==> src/rtl/johnson_phase_monitor.sv <==
// Phase monitor for a 4-bit Johnson counter: decodes phase, checks step legality, tracks lock/revolutions/errors.
// Optional build macro JPM_STALL_EN: when defined, a repeated sample (stall) is treated as legal.
module johnson_phase_monitor #(
    parameter int LOCK_N = 4,
    parameter int REV_W  = 8,
    parameter int ERR_W  = 4
) (
    input  logic             clk,
    input  logic             i,
    input  logic [3:0]       q,
    input  logic             err_clr,
    output logic [2:0]       phase,
    output logic [7:0]       phase_oh,
    output logic             valid,
    output logic             rev_tick,
    output logic [REV_W-1:0] rev_cnt,
    output logic             illegal,
    output logic             err,
    output logic [ERR_W-1:0] err_cnt
);

    // state  | meaning
    // ACQ    | counting consecutive successor steps toward lock
    // LOCKED | sequence tracked, phase outputs valid
    // ERROR  | one-cycle penalty after a violation, then back to ACQ
    typedef enum logic [1:0] {ACQ, LOCKED, ERROR} state_t;

    localparam logic [3:0] LOCK_LAST = 4'(LOCK_N - 1);

    state_t     state;
    logic [3:0] q_p;
    logic [3:0] good_cnt;
    logic       first_smp;

    logic [3:0] q_dec, p_dec;
    logic       is_illegal, is_stall, is_succ, stall_bad, violation;
    logic [ERR_W-1:0] err_cnt_inc;

    // returns {legal, phase}
    function automatic logic [3:0] decode(input logic [3:0] c);
        case (c)
            4'b0000: decode = 4'b1_000;
            4'b1000: decode = 4'b1_001;
            4'b1100: decode = 4'b1_010;
            4'b1110: decode = 4'b1_011;
            4'b1111: decode = 4'b1_100;
            4'b0111: decode = 4'b1_101;
            4'b0011: decode = 4'b1_110;
            4'b0001: decode = 4'b1_111;
            default: decode = 4'b0_000;
        endcase
    endfunction

    always_comb begin
        q_dec      = decode(q);
        p_dec      = decode(q_p);
        is_illegal = !q_dec[3];
        is_stall   = !is_illegal && (q == q_p);
        is_succ    = !is_illegal && p_dec[3] && (q_dec[2:0] == p_dec[2:0] + 3'd1);
`ifdef JPM_STALL_EN
        stall_bad  = 1'b0;
`else
        // the very first sample after reset compares against the reset value of q_p
        stall_bad  = is_stall && !first_smp;
`endif
        violation  = is_illegal || stall_bad || (!is_stall && !is_succ);
        err_cnt_inc = (&err_cnt) ? err_cnt : err_cnt + ERR_W'(1);
    end

    always_ff @(posedge clk) begin
        if (!i) begin
            state     <= ACQ;
            q_p       <= 4'b0000;
            good_cnt  <= 4'd0;
            first_smp <= 1'b1;
            phase     <= 3'd0;
            phase_oh  <= 8'h00;
            valid     <= 1'b0;
            rev_tick  <= 1'b0;
            rev_cnt   <= '0;
            illegal   <= 1'b0;
            err       <= 1'b0;
            err_cnt   <= '0;
        end else begin
            q_p       <= q;
            first_smp <= 1'b0;
            illegal   <= is_illegal;
            rev_tick  <= 1'b0;
            if (err_clr) begin
                err     <= 1'b0;
                err_cnt <= '0;
            end
            case (state)
                ACQ: begin
                    valid    <= 1'b0;
                    phase    <= 3'd0;
                    phase_oh <= 8'h00;
                    if (is_succ) begin
                        if (good_cnt == LOCK_LAST) begin
                            state    <= LOCKED;
                            good_cnt <= 4'd0;
                            valid    <= 1'b1;
                            phase    <= q_dec[2:0];
                            phase_oh <= 8'h01 << q_dec[2:0];
                        end else begin
                            good_cnt <= good_cnt + 4'd1;
                        end
                    end else if (!is_stall || stall_bad) begin
                        good_cnt <= 4'd0;
                    end
                end
                LOCKED: begin
                    if (violation) begin
                        state    <= ERROR;
                        valid    <= 1'b0;
                        phase    <= 3'd0;
                        phase_oh <= 8'h00;
                        err      <= 1'b1;
                        err_cnt  <= err_clr ? ERR_W'(1) : err_cnt_inc;
                    end else begin
                        phase    <= q_dec[2:0];
                        phase_oh <= 8'h01 << q_dec[2:0];
                        if (is_succ && q_p == 4'b0001) begin
                            rev_tick <= 1'b1;
                            rev_cnt  <= rev_cnt + REV_W'(1);
                        end
                    end
                end
                ERROR: begin
                    state    <= ACQ;
                    good_cnt <= 4'd0;
                end
                default: state <= ACQ;
            endcase
        end
    end

endmodule

==> config.mk <==
export PLATFORM = sky130hd
export DESIGN_NAME = johnson_phase_monitor
export DESIGN_NICKNAME = d
export VERILOG_FILES = /design/src/rtl/johnson_phase_monitor.sv
export SDC_FILE = /design/constraint.sdc
export NUM_CORES = 1
export LEC_CHECK = 0
export CAP_MARGIN = 10
export CORE_MARGIN = 3
export CORE_UTILIZATION = 39
export DETAILED_ROUTE_END_ITERATION = 16
export SLEW_MARGIN = 20
export SYNTH_ARGS = -nofsm -noshare
export SYNTH_HDL_FRONTEND = slang
export SYNTH_SLANG_ARGS = --single-unit
==> constraint.sdc <==
create_clock -name clk -period 4 [get_ports clk]
set_input_delay 0.6 -clock clk [delete_from_list [all_inputs] [get_ports clk]]
set_output_delay 0.6 -clock clk [all_outputs]
set_load 0.01 [all_outputs]
# Word level (Yosys, flattened, before mapping)
# Memories as Yosys holds them, arrays and structs flattened. A register that Yosys moved wholly into a read port is not among the register bits.
# Index checks and enable logic that the tools add are counted.
dict set report word_totals {
  wordCells 86
  input_bits 7
  regBits 38
  mem_count 2
  rom_bits 128
}
# memory depth word_bits read_ports rd_clocked_by_memory_dff write_ports line
set memory_table {}
lappend memory_table {{(name not given)} 16 4 1 0 0 41} ;# case (c)
lappend memory_table {{(name not given)} 16 4 1 1 0 41}
dict set report classes {
  n_mux 31
  add_sub_neg 4
  n_bitwise 3
  eq_ne 11
  n_reduce_logical 22
  n_shift 1
}
# operator count
set ops {}
lappend ops {{4-bit two-way mux} 9}
lappend ops {{8-bit two-way mux} 3}
lappend ops {{8-bit case mux with 2 select lines} 1}
lappend ops {{3-bit two-way mux} 3}
lappend ops {{4-bit by 1-bit adder with 4-bit output (second input constant)} 2}
lappend ops {{8-bit by 1-bit adder with 8-bit output (second input constant)} 1}
lappend ops {{1-bit two-way mux} 8}
lappend ops {{4-bit case mux with 2 select lines} 1}
lappend ops {{1-bit by 3-bit << shifter with 8-bit output (first input constant)} 1}
lappend ops {{1-bit logical AND} 6}
lappend ops {{2-bit two-way mux} 3}
lappend ops {{2-bit inequality test (second input constant)} 3}
lappend ops {{3-bit case mux with 2 select lines} 1}
lappend ops {{3-bit AND reduction} 2}
lappend ops {{4-bit by 1-bit equality test with 1-bit output (second input constant)} 1}
lappend ops {{4-bit by 2-bit equality test with 1-bit output (second input constant)} 1}
lappend ops {{4-bit equality test} 1}
lappend ops {{1-bit zero test} 4}
lappend ops {{4-bit inequality test (second input constant)} 1}
lappend ops {{2-bit case mux with 2 select lines} 1}
lappend ops {{2-bit AND reduction} 2}
lappend ops {{4-bit AND reduction} 1}
lappend ops {{2-bit nonzero test} 2}
lappend ops {{3-bit by 1-bit adder with 3-bit output (second input constant)} 1}
lappend ops {{other kinds (9)} 13}

# Longest topological paths before layout
# Gate-level depths: netlist (run 1).
dict set report logic_depth {
  ltp_word 8
  depth_mapped 8
}

# Least setup slack after synthesis (run 1)
# Ideal clock, no wire load.
dict set report synth_timing {
  kind {input to register}
  from {input q[2]}
  to {register err_cnt[3]}
  n_path_buf 1
  arrival_time_ns 2.305
  stages 7
  setup_ns 0.116
  slack_ns 1.579
  cell_sequence {buf_6 nor2b_2 or4_4 nand4b_4 o31ai_2 or4_1 o211a_1}
}
dict set report synth_between {
  elab_chain_cells 8
  elab_cells_between_ends 16
}
# item line
set synth_rtl {}
lappend synth_rtl {{start: declaration} 10} ;# input logic [3:0] q,
lappend synth_rtl {{memory read 16 x 4 bit} -}
lappend synth_rtl {{3-bit equality test / 1-bit logical AND (equally long branches)} 59} ;# is_succ = !is_illegal && p_dec[3] && (q_dec[2:0] == p_dec[2:0] + 3'd1);
lappend synth_rtl {{1-bit logical AND} 59}
lappend synth_rtl {{1-bit zero test} 66} ;# violation = is_illegal || stall_bad || (!is_stall && !is_succ);
lappend synth_rtl {{1-bit logical AND} 66}
lappend synth_rtl {{1-bit logical OR *} 66}
lappend synth_rtl {{4-bit two-way mux} 113} ;# if (violation) begin
lappend synth_rtl {{4-bit two-way mux} 93} ;# case (state)
lappend synth_rtl {{end signal: assignment} 119} ;# err_cnt <= err_clr ? ERR_W'(1) : err_cnt_inc;
lappend synth_rtl {{end: declaration} 19} ;# output logic [ERR_W-1:0] err_cnt
# Mark *: on every way between the ends. The rest lies on a longest branch, timed or not.
# A chain may end at the register's enable or synchronous reset.

# Worst setup path in the final report (run 1)
dict set report layout_timing {
  from {input q[3]}
  to {register phase_oh[2]}
}
dict set report layout_between {
  elab_chain_cells 8
  elab_cells_between_ends 18
}
# item line
set layout_rtl {}
lappend layout_rtl {{memory read 16 x 4 bit} -}
lappend layout_rtl {{3-bit equality test / 1-bit logical AND (equally long branches)} 59}
lappend layout_rtl {{1-bit logical AND} 59}
lappend layout_rtl {{1-bit zero test} 66}
lappend layout_rtl {{1-bit logical AND} 66}
lappend layout_rtl {{1-bit logical OR} 66}
lappend layout_rtl {{8-bit two-way mux} 113}
lappend layout_rtl {{8-bit case mux with 2 select lines *} 93}
lappend layout_rtl {{end signal: assignment} 104} ;# phase_oh <= 8'h01 << q_dec[2:0];
lappend layout_rtl {{end signal: assignment} 122} ;# phase_oh <= 8'h01 << q_dec[2:0];
lappend layout_rtl {{end: declaration} 13} ;# output logic [7:0] phase_oh,
# Marked as above.

==> impl_metrics.yaml, run 1 <==
clocking:
  post_cts.repair.setup_buffers: 0
  clockBufferDepth: 2
  cts_root_buffer: "clkbuf_8"
  clk_pin_slew_ns: 0.08
  tritoncts: "yes"
  htreeDepth: 2
  clock_sinks: 42
  clock_latency_ns: 0.29
  holdBufCountCts: 0
  cts_resized: 0
  cts_buffers: 5
grt:
  antenna_found_initial: 0
  grt_pass1_vias: 1776
  grt_overflow: 0
  grt_first_pass_wirelength_um: 8370
  grt_max_degree: 20
  grtUsageTotal: 0.167
routing:
  drt_wl_total_um: 4890
  wl_per_cell_um: 14.1
  vias: 1862
  drt_iter0_markers: 147
  drc: 0
  dr.pass1.iters: 5
  ant_nets: 0
  via_per_inst: 5.38
critical_path:
  worst_path_max_delay_cell: "clkdlybuf4s50_1"
  critical_path.cell_chain: "clkdlybuf4s50_1 > buf_4 > mux2i_1 > xnor2_1 > nand4_1 > nor2_1 > a32oi_2 > o41ai_1"
  startpoint_type: "primary input"
  startpoint: "q[3]"
  rr_startpoint: "p_dec[0]"
  path_buf_inv: 2
  worstPathRequired_ns: 4.19
  crit_fanout: 11
  cpPeakStageDelay_ns: 0.59
  crit_family: "buffers and inverters"
  critical_path_class: "primary input to register"
  end_kind: "register"
  crit_arrival_ns: 3.22
placed_design:
  dp_cells: 339
  gp_congestion: 0.799
  dp.final_hpwl_um: 3520
  io_buffers: 33
timing:
  tightest_slew_ns: 0.707
  period_minus_slack_ns: 3.03
  finalSetupViolCount: 0
  slew_violations: 0
  fmax_mhz: 330
  fin_worst_skew_ns: 0.00250
  relSlewSlack: 0.524
  fin_crit_sh: 0.759
  finalHoldViolCount: 0
  setup_tns_ns: 0
  rsz0062_at_grt: "no"
logic_synthesis:
  synth.net_count: 251
  yosys-top-cells-count: "dfxtp_1, nand2_1, nor2_1"
  syn_area_per_cell_um2: 8.81
  synth_edf_count: 0
  ys_warn_count: 0
  ys_types: 53
  synth_area_leaders: "dfxtp_1, nand2_1, mux2i_1, xnor2_1, nand3_1"
  async_flop_share: 0
  synth_top_area_cell: "dfxtp_1"
  synthFlopType: "dfxtp_1"
  yosys_register_bits: 42
  yosysMostFrequentCell: "dfxtp_1"
  synth_top_area_share: 0.398
  synth.cell_area_um2: 2110
  synth.yosys.seq_area_share: 0.398
  syn_inst: 240
die:
  row_count: 26
  initial_core_util: 0.409
  io_pins: 34
  die-width_um: 79.6
  core-area_um2: 5170
  die_y_um: 79.6
  dieArea_um2: 6340
power_and_ir_drop:
  power_density_nw_per_um2: 300
  ir_worst_vdd_v: 0.000125
  report.power.total_uw: 778
  leakage_uw: 0.000932
layout:
  diodes: 0
  drive_gt1_frac: 0.0870
  fin_cells: 346
  fin_util: 0.502
  fin_nets: 287
  syn_to_final_growth_pct: 22.8
run:
  max-cap-violations: 0
min_path:
  min_from: "phase_oh[1]"
  hold_class: "register to register"
status:
  status: "completed"
[worst min-delay path: stages (launching register included)]
cell and delay (ns):
dfxtp_1 0.31, nand2_1 0.05, nand2_1 0.04
[through the flow]
step | worst slack (ns) | hold WS (ns) | cell area [µm²]
after detailed placement | 0.709 | 0.433 | 2520
after global routing | 0.765 | 0.466 | 2600
after floorplan | 1.58 | 0.461 | 2110
final | 0.965 | 0.443 | 2600
after global placement | 0.743 | 0.427 | 2520
after CTS | 1.01 | 0.446 | 2600
[layer usage]
layer | GRT usage | vias to the layer above | share of wire
met5 | 0 | - | 0
met4 | 0.0601 | 0 | 0.013
met3 | 0.0418 | 6 | 0.045
met2 | 0.249 | 37 | 0.43
met1 | 0.233 | 879 | 0.51
li1 | - | 940 | -
[flip-flops by register name, indices dropped and copies added, names as in the netlist]
| name | count |
|---|---|
| rev_cnt | 8 |
| state | 2 |
| phase | 3 |
| illegal | 1 |
| phase_oh | 8 |
| valid | 1 |
| err_cnt | 4 |
| first_smp | 1 |
| q_p | 4 |
| p_dec | 4 |
| err | 1 |
| good_cnt | 4 |
| rev_tick | 1 |
[logic make-up after synthesis]
kind of cell               after synthesis  synth area share
adders and majority gates                4            0.0237
buffers and inverters                   22            0.0503
DFF                                     42             0.398
xor gates and xnor gates                10            0.0414
and+or+nand+nor                        111             0.291
muxes                                    9            0.0438
AOI/OAI and AO/OA                       42             0.153
[path summary, 6_finish.rpt]
kind | end | slack, ns | depth (start not counted)
min reg2reg | phase_oh[1] | 0.44 | 2
max reg2reg | err_cnt[3] | 1.59 | 8
min | phase_oh[1] | 0.44 | 2
max | phase_oh[2] | 0.97 | 8
[placed cells by master, fill, tap and decap left out, drive strengths merged, types with 3 or more instances in the layout]
master / n
clkbuf: 7
o31ai: 9
o21ai: 6
dfxtp: 42
nor2: 14
nand2b: 4
nor3: 6
and3: 3
nor2b: 7
nor4: 7
and2: 4
mux2i: 7
clkdlybuf4s50: 33
nand4: 4
or3: 5
ha: 4
or4: 4
xnor2: 8
nand3: 12
inv: 11
buf: 7
nand2: 31
a21oi: 9
o41ai: 5
[power by group]
part | leakage [µW] | switching [µW] | total [µW] | internal (µW)
Clock | 0.0000383 | 140 | 260 | 120
Combinational | 0.000553 | 54.3 | 89.3 | 35.0
Sequential | 0.000341 | 4.06 | 428 | 424
Total | 0.000932 | 198 | 778 | 580
[cell type report]
type	count	area [µm²]
Inverter	11	41.3
Fill cell	502	2580
Timing Repair Buffer	40	383
Sequential cell	42	841
Tap cell	70	87.6
Multi-Input combinational cell	176	1170
Clock buffer	7	76.3
(Power assumes the default switching activity.)
==> run 2: changes to the inputs <==
Clock period 4 ns to 3.15 ns, I/O delays scaled along.
==> run 2 against run 1 <==
Effect of this change: sequential share of layout area fell by 1.4 points; setup slack got worse by 0.49 ns; sequential power rose by 27%; clock skew rose by 0.0033 ns; wire length rose by 2.2%; hold slack got worse by 0.0013 ns; first-iteration DRC count fell by 17%.
==> impl_metrics.yaml, run 2 (synthesized netlist as in run 1, its figures left out) <==
grt:
  antenna_found_initial: 0
  grtUsageTotal: 0.171
  grt_max_degree: 14
  grt_first_pass_wirelength_um: 8600
  grt_pass1_vias: 1758
  grt_overflow: 0
critical_path:
  crit_fanout: 13
  worst_path_max_delay_cell: "clkdlybuf4s50_1"
  path_buf_inv: 2
  critical_path.cell_chain: "clkdlybuf4s50_1 > nor2b_2 > or4_4 > nand4b_4 > o31ai_2 > buf_4 > or4_1 > o211a_1"
  worstPathRequired_ns: 3.34
  crit_family: "simple AND/OR/NAND/NOR gates"
  rr_worst_depth: 8
  startpoint_type: "primary input"
  rr_endpoint: "err_cnt[3]"
  rr_startpoint: "p_dec[0]"
  cpPeakStageDelay_ns: 0.64
  critical_path_class: "primary input to register"
  r2r_slack_ns: 0.73
  end_kind: "register"
  crit_arrival_ns: 2.87
clocking:
  cts_root_buffer: "clkbuf_8"
  holdBufCountCts: 0
  clock_latency_ns: 0.29
  clock_sinks: 42
  cts_resized: 0
  post_cts.repair.setup_buffers: 0
  htreeDepth: 2
  clockBufferDepth: 2
  cts_buffers: 5
  tritoncts: "yes"
  clk_pin_slew_ns: 0.08
timing:
  finalSetupViolCount: 0
  slew_violations: 0
  relSlewSlack: 0.566
  tightest_slew_ns: 0.645
  fmax_mhz: 373
  finalHoldViolCount: 0
  rsz0062_at_grt: "no"
  fin_worst_skew_ns: 0.00581
  timing.final.ws_setup_ns: 0.472
  setup_tns_ns: 0
  fin_crit_sh: 0.850
  period_minus_slack_ns: 2.68
layout:
  num-fill-cells: 478
  fin_util: 0.524
  regArea_um2: 841
  syn_to_final_growth_pct: 28.3
  final_cell_mix: "dfxtp_1, clkdlybuf4s50_1, nand2_1"
  multi_input_area_um2: 1170
  largest_registers: "phase_oh x8, rev_cnt x8"
  drive_gt1_frac: 0.128
  fin_nets: 298
  layout_commonest_cell: "dfxtp_1"
  diodes: 0
min_path:
  min_from: "phase_oh[1]"
  hold_class: "register to register"
  min_to: "phase_oh[1]"
  min_path_cells: 2
die:
  core-area_um2: 5170
  initial_core_util: 0.409
  die-width_um: 79.6
  io_pins: 34
  die_y_um: 79.6
  row_count: 26
  dieArea_um2: 6340
placed_design:
  gp_congestion: 0.805
  dp.final_hpwl_um: 3720
  dp_slack_ns: 0.166
  io_buffers: 33
routing:
  via_per_inst: 5.28
  drc: 0
  vias: 1889
  dr.pass1.iters: 4
  drt_wl_total_um: 4990
  ant_nets: 0
  wl_per_cell_um: 13.9
  drt_iter0_markers: 122
power_and_ir_drop:
  p_comb_frac: 0.113
  pwr-share-seq: 0.498
  p_sw_frac: 0.241
  p_int_uw: 829
  power_density_nw_per_um2: 403
  leakage_uw: 0.00100
  clockPowerShare: 0.389
  ir_worst_vdd_v: 0.000417
  p_sw_uw: 264
status:
  status: "completed"
run:
  max-cap-violations: 0
[run 2: worst min-delay path: stages, from the launching register on]
cell,delay [ns]
dfxtp_1,0.31
nand2_1,0.05
nand2_1,0.04
[run 2: through the flow]
step                      area (µm²)  power (µW)  std cells  hold WS, ns
final                           2710        1090        358        0.442
after global routing            2710        1140        358        0.483
after CTS                       2710        1100        358        0.445
after detailed placement        2600         680        350        0.434
after global placement          2600         679        350        0.425
after floorplan                 2110         638        240        0.461
[run 2: final cells by class]
cell class / count / share of cell area
Sequential cell: 42 / 0.310
Clock buffer: 6 / 0.0268
Inverter: 11 / 0.0152
Clock inverter: 2 / 0.0138
Timing Repair Buffer: 51 / 0.172
Tap cell: 70 / 0.0323
Multi-Input combinational cell: 176 / 0.430
[run 2: power groups by stage]
stage          Sequential [µW]  Clock (µW)  Combinational [µW]
2_1_floorplan              556           0                82.6
3_3_place_gp               557           0                 122
3_5_place_dp               557           0                 123
4_1_cts                    544         435                 124
5_1_grt                    546         456                 137
6_report                   544         425                 123
[run 2: how the worst max path moves through the flow]
stage / startpoint / endpoint / cells after the start
6_report: q[1] / err_cnt[3] / 8
5_1_grt: q[2] / rev_cnt[4] / 8
4_1_cts: q[1] / err_cnt[3] / 8
3_5_place_dp: q[1] / err_cnt[3] / 8
3_3_place_gp: q[1] / err_cnt[3] / 8
2_1_floorplan: q[2] / err_cnt[3] / 7
[run 2: routing by layer]
metal / vias to the layer above / share of wire / global-route usage / wire [µm]
li1: 966 / - / - / -
met1: 876 / 0.51 / 0.248 / 2530
met2: 43 / 0.44 / 0.254 / 2200
met3: 4 / 0.046 / 0.0429 / 232
met4: 0 / 0.0076 / 0.0395 / 38
met5: - / 0 / 0 / 0
